**src/rtl/i_row_skew_feeder_if.sv**
```systemverilog
// Loader/array-side bundle for the row skew feeder: vector push handshake, tile control
// and the skewed 9-bit {valid, data} lanes.
interface i_row_skew_feeder_if #(
  parameter int unsigned ROW    = 8,
  parameter int unsigned W_DATA = 8,
  parameter int unsigned W_CNT  = 8
);
  logic [ROW*W_DATA-1:0]     i_data;
  logic                      i_valid;
  logic                      o_ready;
  logic                      i_start;
  logic [W_CNT-1:0]          i_len;
  logic [(W_DATA+1)*ROW-1:0] o_data;
  logic                      o_busy;
  logic                      o_done;

  modport master (
    output i_data, i_valid, i_start, i_len,
    input  o_ready, o_data, o_busy, o_done
  );

  modport slave (
    input  i_data, i_valid, i_start, i_len,
    output o_ready, o_data, o_busy, o_done
  );
endinterface

```
**src/rtl/i_row_skew_feeder.sv**
```systemverilog
// Buffers row vectors and streams one tile of them into the array, row i delayed i cycles.
// Each lane is packed as {valid, data}; bubbles and idle lanes carry all zeros.
module i_row_skew_feeder #(
  parameter int unsigned ROW    = 8,
  parameter int unsigned W_DATA = 8,
  parameter int unsigned DEPTH  = 16,
  parameter int unsigned W_CNT  = 8
) (
  input logic                   i_clk,
  input logic                   i_rst_n,
  i_row_skew_feeder_if.slave    bus
);

  localparam int unsigned AW = (DEPTH > 1) ? $clog2(DEPTH) : 1;
  localparam int unsigned CW = AW + 1;
  localparam int unsigned VW = ROW * W_DATA;
  localparam int unsigned LW = W_DATA + 1;
  localparam int unsigned FW = (ROW > 1) ? $clog2(ROW) : 1;

  typedef enum logic [1:0] {StIdle, StStream, StFlush, StDone} state_e;

  state_e state_q, state_d;

  logic [VW-1:0]    mem_q [DEPTH];
  logic [AW-1:0]    wr_ptr_q, rd_ptr_q;
  logic [CW-1:0]    count_q;
  logic [W_CNT-1:0] len_q, cnt_q;
  logic [FW-1:0]    flush_q;
  logic             stage0_valid_q;
  logic [VW-1:0]    stage0_vec_q;
  logic [LW-1:0]    lane [ROW];

  logic full, empty, push, pop, last_pop;

  assign full     = (count_q == CW'(DEPTH));
  assign empty    = (count_q == '0);
  assign push     = bus.i_valid && !full;
  assign pop      = (state_q == StStream) && !empty;
  assign last_pop = pop && ((cnt_q + W_CNT'(1)) == len_q);

  // Vector buffer
  always_ff @(posedge i_clk) begin
    if (!i_rst_n) begin
      wr_ptr_q <= '0;
      rd_ptr_q <= '0;
      count_q  <= '0;
    end else begin
      if (push) wr_ptr_q <= wr_ptr_q + 1'b1;
      if (pop)  rd_ptr_q <= rd_ptr_q + 1'b1;
      case ({push, pop})
        2'b10:   count_q <= count_q + 1'b1;
        2'b01:   count_q <= count_q - 1'b1;
        default: ;
      endcase
    end
  end

  always_ff @(posedge i_clk) begin
    if (i_rst_n && push) mem_q[wr_ptr_q] <= bus.i_data;
  end

  // FSM: state register
  always_ff @(posedge i_clk) begin
    if (!i_rst_n) state_q <= StIdle;
    else          state_q <= state_d;
  end

  // FSM: next state
  always_comb begin
    state_d = state_q;
    case (state_q)
      StIdle: begin
        if (bus.i_start) state_d = (bus.i_len != '0) ? StStream : StDone;
      end
      StStream: begin
        if (last_pop) state_d = (ROW > 1) ? StFlush : StDone;
      end
      StFlush: begin
        if (flush_q == FW'(1)) state_d = StDone;
      end
      StDone:  state_d = StIdle;
      default: state_d = StIdle;
    endcase
  end

  // FSM: outputs
  always_comb begin
    bus.o_busy = (state_q != StIdle);
    bus.o_done = (state_q == StDone);
  end

  assign bus.o_ready = !full;

  // Tile length, popped-vector count and flush down-counter
  always_ff @(posedge i_clk) begin
    if (!i_rst_n) begin
      len_q   <= '0;
      cnt_q   <= '0;
      flush_q <= '0;
    end else begin
      if (state_q == StIdle && bus.i_start) begin
        len_q <= bus.i_len;
        cnt_q <= '0;
      end
      if (pop) cnt_q <= cnt_q + W_CNT'(1);
      if (state_q == StStream && state_d == StFlush) flush_q <= FW'(ROW - 1);
      else if (state_q == StFlush)                   flush_q <= flush_q - FW'(1);
    end
  end

  // Skew stage 0: a popped vector or an all-zero bubble
  always_ff @(posedge i_clk) begin
    if (!i_rst_n) begin
      stage0_valid_q <= 1'b0;
      stage0_vec_q   <= '0;
    end else begin
      stage0_valid_q <= pop;
      stage0_vec_q   <= pop ? mem_q[rd_ptr_q] : '0;
    end
  end

  assign lane[0] = {stage0_valid_q, stage0_vec_q[VW-1 -: W_DATA]};

  for (genvar r = 1; r < ROW; r++) begin : g_row
    logic [LW-1:0] chain_q [r];

    always_ff @(posedge i_clk) begin
      if (!i_rst_n) begin
        for (int k = 0; k < r; k++) chain_q[k] <= '0;
      end else begin
        chain_q[0] <= {stage0_valid_q, stage0_vec_q[W_DATA*(ROW-r)-1 -: W_DATA]};
        for (int k = 1; k < r; k++) chain_q[k] <= chain_q[k-1];
      end
    end

    assign lane[r] = chain_q[r-1];
  end

  always_comb begin
    bus.o_data = '0;
    for (int r = 0; r < ROW; r++) bus.o_data[LW*(ROW-r)-1 -: LW] = lane[r];
  end

endmodule

```
**src/flat_wrapper.sv**
```systemverilog
// flat-port wrapper written by rule: the top's interface ports become plain ports
module i_row_skew_feeder_flat 
#(
  parameter int unsigned ROW    = 8,
  parameter int unsigned W_DATA = 8,
  parameter int unsigned DEPTH  = 16,
  parameter int unsigned W_CNT  = 8
)
  (i_clk, i_rst_n, bus_i_data, bus_i_valid, bus_i_start, bus_i_len, bus_o_ready, bus_o_data, bus_o_busy, bus_o_done);
  i_row_skew_feeder_if #(.ROW(ROW), .W_DATA(W_DATA), .W_CNT(W_CNT)) bus_i ();
  input logic i_clk;
  input logic i_rst_n;
  input wire logic [$bits(bus_i.i_data)-1:0] bus_i_data;
  input wire logic [$bits(bus_i.i_valid)-1:0] bus_i_valid;
  input wire logic [$bits(bus_i.i_start)-1:0] bus_i_start;
  input wire logic [$bits(bus_i.i_len)-1:0] bus_i_len;
  output wire logic [$bits(bus_i.o_ready)-1:0] bus_o_ready;
  output wire logic [$bits(bus_i.o_data)-1:0] bus_o_data;
  output wire logic [$bits(bus_i.o_busy)-1:0] bus_o_busy;
  output wire logic [$bits(bus_i.o_done)-1:0] bus_o_done;
  assign bus_i.i_data = bus_i_data;
  assign bus_i.i_valid = bus_i_valid;
  assign bus_i.i_start = bus_i_start;
  assign bus_i.i_len = bus_i_len;
  assign bus_o_ready = bus_i.o_ready;
  assign bus_o_data = bus_i.o_data;
  assign bus_o_busy = bus_i.o_busy;
  assign bus_o_done = bus_i.o_done;
  i_row_skew_feeder #(.ROW(ROW), .W_DATA(W_DATA), .DEPTH(DEPTH), .W_CNT(W_CNT)) u_core (.i_clk(i_clk), .i_rst_n(i_rst_n), .bus(bus_i));
endmodule
```
**config.mk**
```make
export PLATFORM = sky130hd
export DESIGN_NAME = i_row_skew_feeder_flat
export DESIGN_NICKNAME = d
export VERILOG_FILES = /design/src/rtl/i_row_skew_feeder_if.sv /design/src/rtl/i_row_skew_feeder.sv /design/src/flat_wrapper.sv
export SDC_FILE = /design/constraint.sdc
export NUM_CORES = 1
export LEC_CHECK = 0
export BUFFER_PORTS_ARGS = -buffer_cell sky130_fd_sc_hd__buf_2
export CORE_MARGIN = 1
export CORE_UTILIZATION = 55
export DETAILED_ROUTE_END_ITERATION = 8
export PLACE_DENSITY = 0.72
export SYNTH_ARGS = -nofsm -noshare
export SYNTH_HDL_FRONTEND = slang
export SYNTH_SLANG_ARGS = --single-unit
```
**constraint.sdc**
```tcl
create_clock -name i_clk -period 12.86 [get_ports i_clk]
set_input_delay 2.572 -clock i_clk [delete_from_list [all_inputs] [get_ports i_clk]]
set_output_delay 2.572 -clock i_clk [all_outputs]
set_load 0.03 [all_outputs]
```
======== Word-level counts from Yosys, hierarchy flattened ========
Memories as Yosys holds them, arrays and structs flattened. A register that Yosys moved wholly into a read port is not among the register bits.
Cells that the tools add are included.
W data, S select, Z words.
word-level totals
  register bits ........................... 35
  output and inout bits ................... 75
  memories ................................ 8
  RAM bits ................................ 1,276
memory list
  name                     words  width  rd ports  clocked after Yosys merged registers in  write ports  line                      text
  u_core.mem_q             16     64     1         1                                        1            i_row_skew_feeder.sv:24   logic [VW-1:0] mem_q [DEPTH];
  u_core.g_row[7].chain_q  7      9      7         0                                        7            i_row_skew_feeder.sv:125  logic [LW-1:0] chain_q [r];
  u_core.g_row[6].chain_q  6      9      6         0                                        6            i_row_skew_feeder.sv:125
  u_core.g_row[5].chain_q  5      9      5         0                                        5            i_row_skew_feeder.sv:125
  u_core.g_row[4].chain_q  4      9      4         0                                        4            i_row_skew_feeder.sv:125
  u_core.g_row[3].chain_q  3      9      3         0                                        3            i_row_skew_feeder.sv:125
  2 more memories          n/a    n/a    n/a       n/a                                      n/a          n/a
operators by class
  add/subtract/negate cells ............... 6
  eq/ne operators ......................... 9
  multiplexer cells ....................... 43
  reduce and logical (&&, ||, !) cells .... 18
  bitwise logic cells ..................... 27
operator list
  kind                   number
  $mux W9                28
  $or A1 B1 Y1           27
  $mux W8                2
  $pmux W5 S2            1
  $reduce_or A9 Y1       1
  $add A4 B1 Y4 const B  2
  $add A8 B1 Y8 const B  1
  $eq A2 B2 Y1 const B   4
  $eq A8 B8 Y1           1
  $mux W2                4
  $pmux W2 S4            1
  $reduce_bool A2 Y1     4
  $reduce_bool A8 Y1     1
  $logic_and A1 B1 Y1    6
  $mux W3                2
  $add A5 B1 Y5 const B  1
  $eq A5 B5 Y1 const B   1
  $logic_not A5 Y1       1
  $mux W1                5
  $sub A5 B1 Y5 const B  1
  $eq A2 B1 Y1 const B   2
  $eq A3 B1 Y1 const B   1
  $logic_not A1 Y1       3
  $sub A3 B1 Y3 const B  1
  other kinds (2)        2

======== Depth between registers and ports, before layout ========
Gate-level depths: netlist of run 1.
  depth after elaboration ................. 9
  gate-level depth with buffers ........... 13
  mapped depth without buffers ............ 11

======== Worst setup path after synthesis of run 1 ========
Ideal clock, no wire load.
  path type ............................... input port to flip-flop
  start ................................... in i_rst_n
  end ..................................... mem u_core.mem_q[2][0] in the netlist's numbering (enable)
  path slack .............................. 6.326 ns
  arrival time ............................ 6.047 ns
  buffers on the path ..................... 1
  setup time .............................. 0.487 ns
  required time ........................... 12.373 ns
  stages .................................. 4
  cell sequence ........................... clkbuf_1 clkinv_1 or3_1 nor2_1
between the ends
  longest elaborated chain between the ends .. 3
RTL lines
  element                        line                     text
  start, declared                flat_wrapper.sv:12       input logic i_rst_n;
  $logic_and A1 B1 Y1            i_row_skew_feeder.sv:59  if (i_rst_n && push) mem_q[wr_ptr_q] <= bus.i_data;
  $mux W1                        i_row_skew_feeder.sv:59
  $mux W1 (implied by the code)  i_row_skew_feeder.sv:59
  end, declared                  i_row_skew_feeder.sv:24
Every way passes these cells.

======== Worst setup path after layout of run 1 ========
  start ................................... in bus_i_valid
  end ..................................... mem u_core.mem_q[9][51] in the netlist's numbering (enable)
between the ends
  longest elaborated chain between the ends .. 4
RTL lines
  element                        line                     text
  start, declared                flat_wrapper.sv:14       input wire logic [$bits(bus_i.i_valid)-1:0] bus_i_valid;
  $logic_and A1 B1 Y1            i_row_skew_feeder.sv:37  assign push = bus.i_valid && !full;
  $logic_and A1 B1 Y1            i_row_skew_feeder.sv:59
  $mux W1                        i_row_skew_feeder.sv:59
  $mux W1 (implied by the code)  i_row_skew_feeder.sv:59
Every way passes these cells.

==> results of run 1 <==
## cells in the mapped netlist (all sizes together), types with 2 or more instances
| master | number |
|---|---|
| edfxtp | 1024 |
| dfxtp | 330 |
| mux4 | 320 |
| and2 | 233 |
| buf | 94 |
| clkbuf | 84 |
| and3 | 66 |
| nor2 | 40 |
| nand2 | 30 |
| a21oi | 28 |
| inv | 15 |
| ha | 12 |
| xnor2 | 12 |
| xor2 | 10 |
| nand3 | 8 |
| o21ai | 8 |
| nand4 | 6 |
| nor3 | 4 |
| or3 | 4 |
| nand3b | 3 |
| nor4 | 3 |
| or4 | 3 |
| a21boi | 2 |
| nor2b | 2 |
| o22ai | 2 |
| o31ai | 2 |
| o41ai | 2 |
## kinds of logic (layout without fill, tap and decap cells)
logic type | after synthesis | in the layout | synth area share [%]
xor gates and xnor gates | 22 | 22 | 0.396
and+or+nand+nor | 403 | 403 | 4.81
buffers and inverters | 194 | 447 | 2.34
muxes | 321 | 321 | 14.8
other | 0 | 3 | 0
adders and majority gates | 13 | 13 | 0.349
AOI/OAI and AO/OA | 51 | 51 | 0.611
DFF | 1354 | 1354 | 76.7
## stage by stage
stage | hold slack, ns | util (%) | setup slack [ns] | instance area (um2)
after floorplan | 0.412 | - | 6.33 | 48700
after global placement | 0.413 | 57.6 | 6.97 | 50300
after detailed placement | 0.417 | 57.6 | 6.90 | 50300
after CTS | 0.428 | 62.7 | 7.65 | 54800
after global routing | 0.437 | 62.7 | 7.46 | 54800
final | 0.424 | 62.7 | 7.61 | 54800
## power by group through the flow
stage / clock [mW] / sequential [mW] / combinational, mW
floorplan: 0 / 4.91 / 0.876
finish: 3.89 / 4.85 / 1.04
global placement: 0 / 4.94 / 1.04
global route: 4.13 / 4.86 / 1.12
CTS: 3.96 / 4.85 / 1.06
detailed placement: 0 / 4.94 / 1.06
## critical path: stages
cell and delay (ns):
buf_2 0.08, a21boi_1 0.69, nand2_1 0.46, nor2_4 0.99, buf_4 0.75
## layer usage
| metal | GRT usage, % | up-vias |
|---|---|---|
| li1 | - | 9526 |
| met3 | 4.24 | 153 |
| met4 | 6.35 | 6 |
| met5 | 0 | - |
| met2 | 37.3 | 794 |
| met1 | 29.5 | 11684 |
## layout make-up
type,count,area share [%]
flip-flops and latches,1354,68.2
repair buffers,184,1.90
well taps,1155,2.64
multi-input cells,810,18.9
clock buffers,174,6.93
inverters,16,0.110
clock inverters,73,1.28
diodes,3,0.0137
## how the worst max path moves through the flow
stage	end	slack, ns
2_1_floorplan	u_core.mem_q[2][0]	6.33
3_3_place_gp	u_core.mem_q[9][55]	6.97
3_5_place_dp	u_core.mem_q[9][32]	6.90
4_1_cts	u_core.mem_q[13][48]	7.65
5_1_grt	u_core.mem_q[9][41]	7.46
6_report	u_core.mem_q[9][51]	7.61
## sequential cells by signal (all words and copies together), names as in the netlist, 2 cells and up
signal and flops:
u_core.mem_q 1024, u_core.g_row.chain_q 231, u_core.stage0_vec_q 64, u_core.cnt_q 8, u_core.len_q 8, u_core.count_q 5, u_core.rd_ptr_q 4, u_core.wr_ptr_q 4
u_core.flush_q 3, u_core.state_q 2
==> results.toml, run 1 <==
[status]
status = "complete, no violations"

[final_layout]
nFillCells = 5914
multi_input_area_um2 = 10300
drive_gt1_share_pct = 28.0
stdcell_count = 3769
regArea_um2 = 37400
nets = 2590
final_common_cell = "edfxtp_1"
synthToLayoutAreaGrowth_pct = 12.4
final_cell_mix = "edfxtp_1, dfxtp_1, mux4_2"

[drt]
wl_mm = 96.6
drc_errors = 0
drt_iter0_drc = 1951
vias = 22163
viasPerCell = 5.88
wl_met3_mm = 6.16
antenna_left = 0
wire_per_inst_um = 25.6
highest_layer = "met5"
drt_first_pass_iters = 5
wl_met2_mm = 50.0
wl_met1_mm = 38.6

[cts]
cts_sinks = 1354
cts_root_buf = "clkbuf_16"
clock_latency_ns = 0.73
cts_max_level = 4
numCtsBuffers = 135
post_cts_buffers = 0
clk_pin_slew_ns = 0.06
clk_path_buf_depth = 3
cts_resized = 0
holdBufCountCts = 0
cts_tree = "built"

[grt]
overflow = 0
grt_pass1_vias = 23267
grt_max_degree = 154
grt_util_all_layers_pct = 22.1
grt_pass1_wl_mm = 146
antenna_found_initial = 11

[floorplanning]
ios = 151
core.rowCount = 108
fp.coreArea_um2 = 87300
die-width_um = 300
die_y_um = 300
die_area_um2 = 89800
start_util_pct = 55.8

[worst_setup_path]
rr_worst_depth = 5
start_kind = "input pin"
crit_start = "bus_i_valid"
r2r_end = "u_core.stage0_vec_q[37]"
crit_arrival_ns = 5.60
r2r-start = "u_core.rd_ptr_q[0]"
cp_data_required_time_ns = 13.21
r2r_slack_ns = 8.84
crit_type = "in -> reg"
critPathCaptureType = "flop"
critPathMaxFanout = 37

[logic_synthesis]
syn_nets = 2447
synth_edf_count = 1024
synth.top_cells.by_area = "edfxtp_1, mux4_2, dfxtp_1"
synth_cells = 2358
avgSynthCellArea_um2 = 20.7
synth_area_um2 = 48700
yosysSeqAreaShare_pct = 76.7
ys.flop_type = "edfxtp_1"
yosysTopAreaCellShare_pct = 63.1
async_flop_share_pct = 0
synth_top_cell_by_area = "edfxtp_1"
yosysWarnings = 0
ys_ff_latch = 1354
yosysUniqueCellTypes = 43

[placed_design]
portBuffers = 150
place_congestion = 0.771
dp.cells = 3519
dp_hpwl_mm = 50.9

[pwr]
p_int_mw = 7.59
p_seq_share_pct = 49.6
pwr-share-clk_pct = 39.7
leakage_nw = 18.2
powerDensity_nw_per_um2 = 179
swShare_pct = 22.4
p_sw_mw = 2.19
ir_drop_v = 0.000142
p_comb_share_pct = 10.6
fin_total_pwr_mw = 9.78

[timing]
hold_violations = 0
fmax_mhz = 190
setup_viol = 0
rsz0062_at_grt = "false"
period_needed_ns = 5.25
fin_tns_setup_ns = 0
slew_viol_final = 0
maxSlewHeadroom_pct = 23.8
worst_slew_pin_slew_ns = 1.14
min_period_over_period_pct = 40.8
skew_ns = 0.0261

[min_path]
min_to = "u_core.g_row[7].chain_q[0][25]"
hold_class = "reg -> reg"
min_from = "u_core.g_row[7].chain_q[0][16]"
worstHoldPathCells = 1

[flow_run]
maxCapViolCount = 0
Note: power is estimated with default switching activity, not from simulation.
==> run 2, diff against run 1 <==
- clock period: 12.86 -> 4.85 ns (I/O delays scaled with it)
==> run 2 against run 1 <==
  * Setup slack worse by 6.1 ns
  * Sequential share of layout area is 0.26 points lower
  * Final area is 0.38% higher
==> results.toml, run 2 (same netlist as run 1, synthesis figures left out) <==
[floorplanning]
ios = 151
core.rowCount = 108
die_y_um = 300
start_util_pct = 55.8
fp.coreArea_um2 = 87300
die_area_um2 = 89800
die-width_um = 300

[final_layout]
nets = 2605
regMostFlops = "u_core.mem_q"
drive_gt1_share_pct = 27.7
nFillCells = 5903
multi_input_area_um2 = 10300
final_common_cell = "edfxtp_1"
final_core_util_pct = 63.0
reg.largest.list = "u_core.mem_q: 1024 flops, u_core.g_row.chain_q: 231 flops, u_core.stage0_vec_q: 64 flops"
synthToLayoutAreaGrowth_pct = 12.8
largest_reg_flops = 1024
final_cell_mix = "edfxtp_1, dfxtp_1, mux4_2"
regArea_um2 = 37400

[grt]
overflow = 0
grt_max_degree = 221
grt_pass1_wl_mm = 145
grt_util_all_layers_pct = 21.9
grt_pass1_vias = 23040
antenna_found_initial = 11

[cts]
numCtsBuffers = 135
cts_max_level = 4
cts_resized = 0
cts_sinks = 1354
holdBufCountCts = 0
clk_path_buf_depth = 3
cts_root_buf = "clkbuf_16"
cts_tree = "built"
clock_latency_ns = 0.74
post_cts_buffers = 0
clk_pin_slew_ns = 0.05

[pwr]
ir_drop_v = 0.000376
pwr-share-clk_pct = 38.9
p_seq_share_pct = 50.2
powerDensity_nw_per_um2 = 467
p_int_mw = 19.9
leakage_nw = 18.2
p_sw_mw = 5.76
swShare_pct = 22.4
p_comb_share_pct = 10.9

[placed_design]
preCtsSetupSlack_ns = 1.10
place_congestion = 0.762
portBuffers = 150
dp_hpwl_mm = 49.2

[drt]
vias = 22274
antenna_left = 0
drt_first_pass_iters = 5
viasPerCell = 5.88
wire_per_inst_um = 25.3
wl_mm = 95.8
drc_errors = 0
drt_iter0_drc = 2098

[worst_setup_path]
cp_data_required_time_ns = 5.50
critPathMaxFanout = 9
crit_type = "reg -> reg"
critPathCaptureType = "flop"
start_kind = "flop"
crit_arrival_ns = 3.97

[timing]
skew_ns = 0.0241
maxSlewHeadroom_pct = 19.2
worst_slack_ns = 1.53
period_needed_ns = 3.32
rsz0062_at_grt = "false"
slew_viol_final = 0
setup_viol = 0
worst_slew_pin_slew_ns = 1.21
holdWs_ns = 0.428
min_period_over_period_pct = 68.5
hold_violations = 0
fmax_mhz = 301

[flow_run]
maxCapViolCount = 0

[status]
status = "complete, no violations"

[min_path]
hold_class = "reg -> reg"
==> run 2: cell types whose count changed in the layout (fill, tap and decap cells not counted), moves of 2 or more <==
cell and change:
buf_12 +24, buf_4 -9, bufinv_16 -2, clkbuf_1 +24, clkbuf_16 -6, clkbuf_2 +3
clkbuf_8 -2, clkinv_1 -4, clkinv_2 -9, clkinvlp_4 +2, inv_4 -2
==> run 2: routing by layer <==
metal	GRT usage [%]	share of wire, %
met1	30.4	41
met2	35.4	50
met3	4.24	6.7
met4	6.84	2.2
met5	0	0.083
==> run 2: power by group through the flow <==
stage	registers (mW)	clock network, mW	logic, mW
after floorplan	13.0	0	2.32
after global placement	13.1	0	2.78
after detailed placement	13.1	0	2.82
after CTS	12.9	10.2	2.85
after global routing	12.9	10.6	3.00
final	12.9	9.98	2.79
==> run 2: final cells by class <==
cell class | count | area share (%)
well taps | 1155 | 2.63
inverters | 16 | 0.109
diodes | 2 | 0.00910
clock buffers | 193 | 6.77
repair buffers | 199 | 2.64
flip-flops and latches | 1354 | 68.0
clock inverters | 58 | 1.04
multi-input cells | 810 | 18.8
==> run 2: critical path, stage by stage (launching register included) <==
cell      delay [ns]
dfxtp_1         0.39
nor4_1          0.12
a21boi_1        0.85
inv_1           0.11
ha_1            0.28
ha_1            0.33
nor2b_1         0.15
o21ai_0         0.25
a21oi_1         0.13
or4_1           0.47
a21oi_1         0.16
==> run 2: path summary, 6_finish.rpt <==
path / cells past startpoint / startpoint / to / slack [ns]
min reg2reg: 1 / u_core.g_row[4].chain_q[1][2] / u_core.g_row[4].chain_q[2][2] / 0.43
max: 10 / u_core.count_q[0] / u_core.count_q[4] / 1.53
max reg2reg: 10 / u_core.count_q[0] / u_core.count_q[4] / 1.53
min: 1 / u_core.g_row[4].chain_q[1][2] / u_core.g_row[4].chain_q[2][2] / 0.43
==> run 2: metrics by stage <==
step / setup TNS (ns) / total power [mW] / instances / cell area, um2
3_5_place_dp: 0 / 16.0 / 3534 / 50700
2_1_floorplan: -15.20 / 15.3 / 2358 / 48700
5_1_grt: 0 / 26.5 / 3785 / 55000
3_3_place_gp: 0 / 15.9 / 3534 / 50700
6_report: 0 / 25.6 / 3787 / 55000
4_1_cts: 0 / 25.9 / 3785 / 55000
==> run 3, diff against run 2 <==
- clock period: 4.85 -> 3.45 ns (I/O delays scaled with it)
==> run 3 against run 2 <==
  * Total power grew 41%
  * Highest routed layer unchanged
  * Wire length is 1.9% higher
  * Final cell count increased by 0.24%
  * Final area grew 0.32%
  * Critical path type unchanged
  * Clock power grew 41%
  * First-iteration DRC count is 1.4% higher
  * Utilization grew 0.20 points
==> results.toml, run 3 (same netlist as run 1, synthesis figures left out) <==
[status]
status = "complete, no violations"

[worst_setup_path]
crit_arrival_ns = 3.83
r2r-start = "u_core.count_q[0]"
critPathCaptureType = "flop"
crit_start = "u_core.count_q[0]"
critPathSlowestCell = "nor4_1"
cp_data_required_time_ns = 4.10
crit_type = "reg -> reg"
crit_chain = "nor4_1, a211o_1, clkinv_2, ha_1, ha_1, nor2b_1, o21ai_0, a21oi_1, or4_1, a21oi_1"
critical-path-max-stage-delay_ns = 0.51
critPathMaxFanout = 13
start_kind = "flop"

[drt]
wire_per_inst_um = 25.7
antenna_left = 0
drc_errors = 0
viasPerCell = 5.88
vias = 22311
drt_first_pass_iters = 5
drt_iter0_drc = 2128
wl_mm = 97.7

[cts]
cts_root_buf = "clkbuf_16"
post_cts_buffers = 0
holdBufCountCts = 0
clock_latency_ns = 0.73
clk_path_buf_depth = 3
clk_pin_slew_ns = 0.06
cts_resized = 0
cts_max_level = 4
cts_tree = "built"
numCtsBuffers = 131
cts_sinks = 1354

[final_layout]
drive_gt1_share_pct = 28.8
largest_reg_flops = 1024
synthToLayoutAreaGrowth_pct = 13.2
final_common_cell = "edfxtp_1"
regMostFlops = "u_core.mem_q"
nets = 2616
stdcell_count = 3796
reg.largest.list = "u_core.mem_q: 1024 flops, u_core.g_row.chain_q: 231 flops, u_core.stage0_vec_q: 64 flops"
final_cell_mix = "edfxtp_1, dfxtp_1, mux4_2"

[placed_design]
portBuffers = 150
dp_hpwl_mm = 49.7
preCtsSetupSlack_ns = 0.305
dp.cells = 3549
place_congestion = 0.772

[timing]
min_period_over_period_pct = 92.0
slew_viol_final = 0
period_needed_ns = 3.17
setup_viol = 0
worst_slew_pin_slew_ns = 1.05
maxSlewHeadroom_pct = 30.1
fmax_mhz = 315
rsz0062_at_grt = "false"
worst_slack_ns = 0.276
fin_tns_setup_ns = 0
skew_ns = 0.0269
hold_violations = 0

[grt]
grt_max_degree = 135
grt_pass1_wl_mm = 147
grt_pass1_vias = 23301
grt_util_all_layers_pct = 22.3
antenna_found_initial = 13
overflow = 0

[floorplanning]
start_util_pct = 55.8
core.rowCount = 108
ios = 151
die-width_um = 300
die_y_um = 300
fp.coreArea_um2 = 87300
die_area_um2 = 89800

[pwr]
p_sw_mw = 7.99
swShare_pct = 22.1
leakage_nw = 18.3
powerDensity_nw_per_um2 = 655
pwr-share-clk_pct = 39.0
p_comb_share_pct = 11.0
fin_total_pwr_mw = 36.1
p_seq_share_pct = 50.0
p_int_mw = 28.1
ir_drop_v = 0.000453

[min_path]
hold_class = "in -> reg"
min_from = "bus_i_len[3]"

[flow_run]
maxCapViolCount = 0
==> run 3: cell types whose count changed in the layout (fill, tap and decap cells not counted), sizes merged <==
cell	previous run	this run
clkinv	42	46
buf	198	213
clkbuf	194	180
diode	2	5
bufinv	6	8
inv	21	20
==> run 3: final cells by class <==
cell class / instances / area (um2)
clock inverter: 63 / 613
clock buffer: 179 / 3700
fill: 5787 / 32200
timing repair buffer: 214 / 1600
inverter: 16 / 61.3
antenna: 5 / 12.5
multi-input combinational: 810 / 10300
sequential: 1354 / 37400
tap: 1155 / 1450
==> run 3: path summary, 6_finish.rpt <==
kind | cells after the start | slack (ns) | end
worst max-delay path | 10 | 0.28 | u_core.count_q[4]
worst min-delay path | 3 | 0.22 | u_core.len_q[3]
worst max register to register | 10 | 0.28 | u_core.count_q[4]
worst min register to register | 1 | 0.41 | u_core.g_row[6].chain_q[0][2]
==> run 3: metrics by stage <==
stage | hold slack, ns | instance area, um2 | util, %
floorplan | 0.412 | 48800 | -
global placement | 0.414 | 50800 | 58.2
detailed placement | 0.418 | 50800 | 58.2
CTS | 0.170 | 55100 | 63.2
global route | 0.197 | 55100 | 63.2
finish | 0.218 | 55100 | 63.2
==> run 3: critical path, delay by kind of cell (launching register included) <==
kind / cells / cell delay (ns)
simple gates: 3 / 1.13
compound gates: 4 / 0.95
fa+ha+maj: 2 / 0.58
flops: 1 / 0.34
buf+inv: 1 / 0.11
==> run 3: per-layer routing <==
layer	GRT usage, %	vias to the layer above	part of all wire (%)
met1	30.4	11805	41
met5	0	-	0.082
met2	37.3	763	51
met3	4.24	143	6.3
met4	5.61	10	1.7
li1	-	9590	-
==> run 3: power groups by stage <==
stage	clock, mW	combinational, mW	sequential, mW
CTS	14.3	4.04	18.1
detailed placement	0	4.01	18.4
global route	15.0	4.29	18.1
finish	14.1	3.97	18.1
global placement	0	3.92	18.4
floorplan	0	3.27	18.3
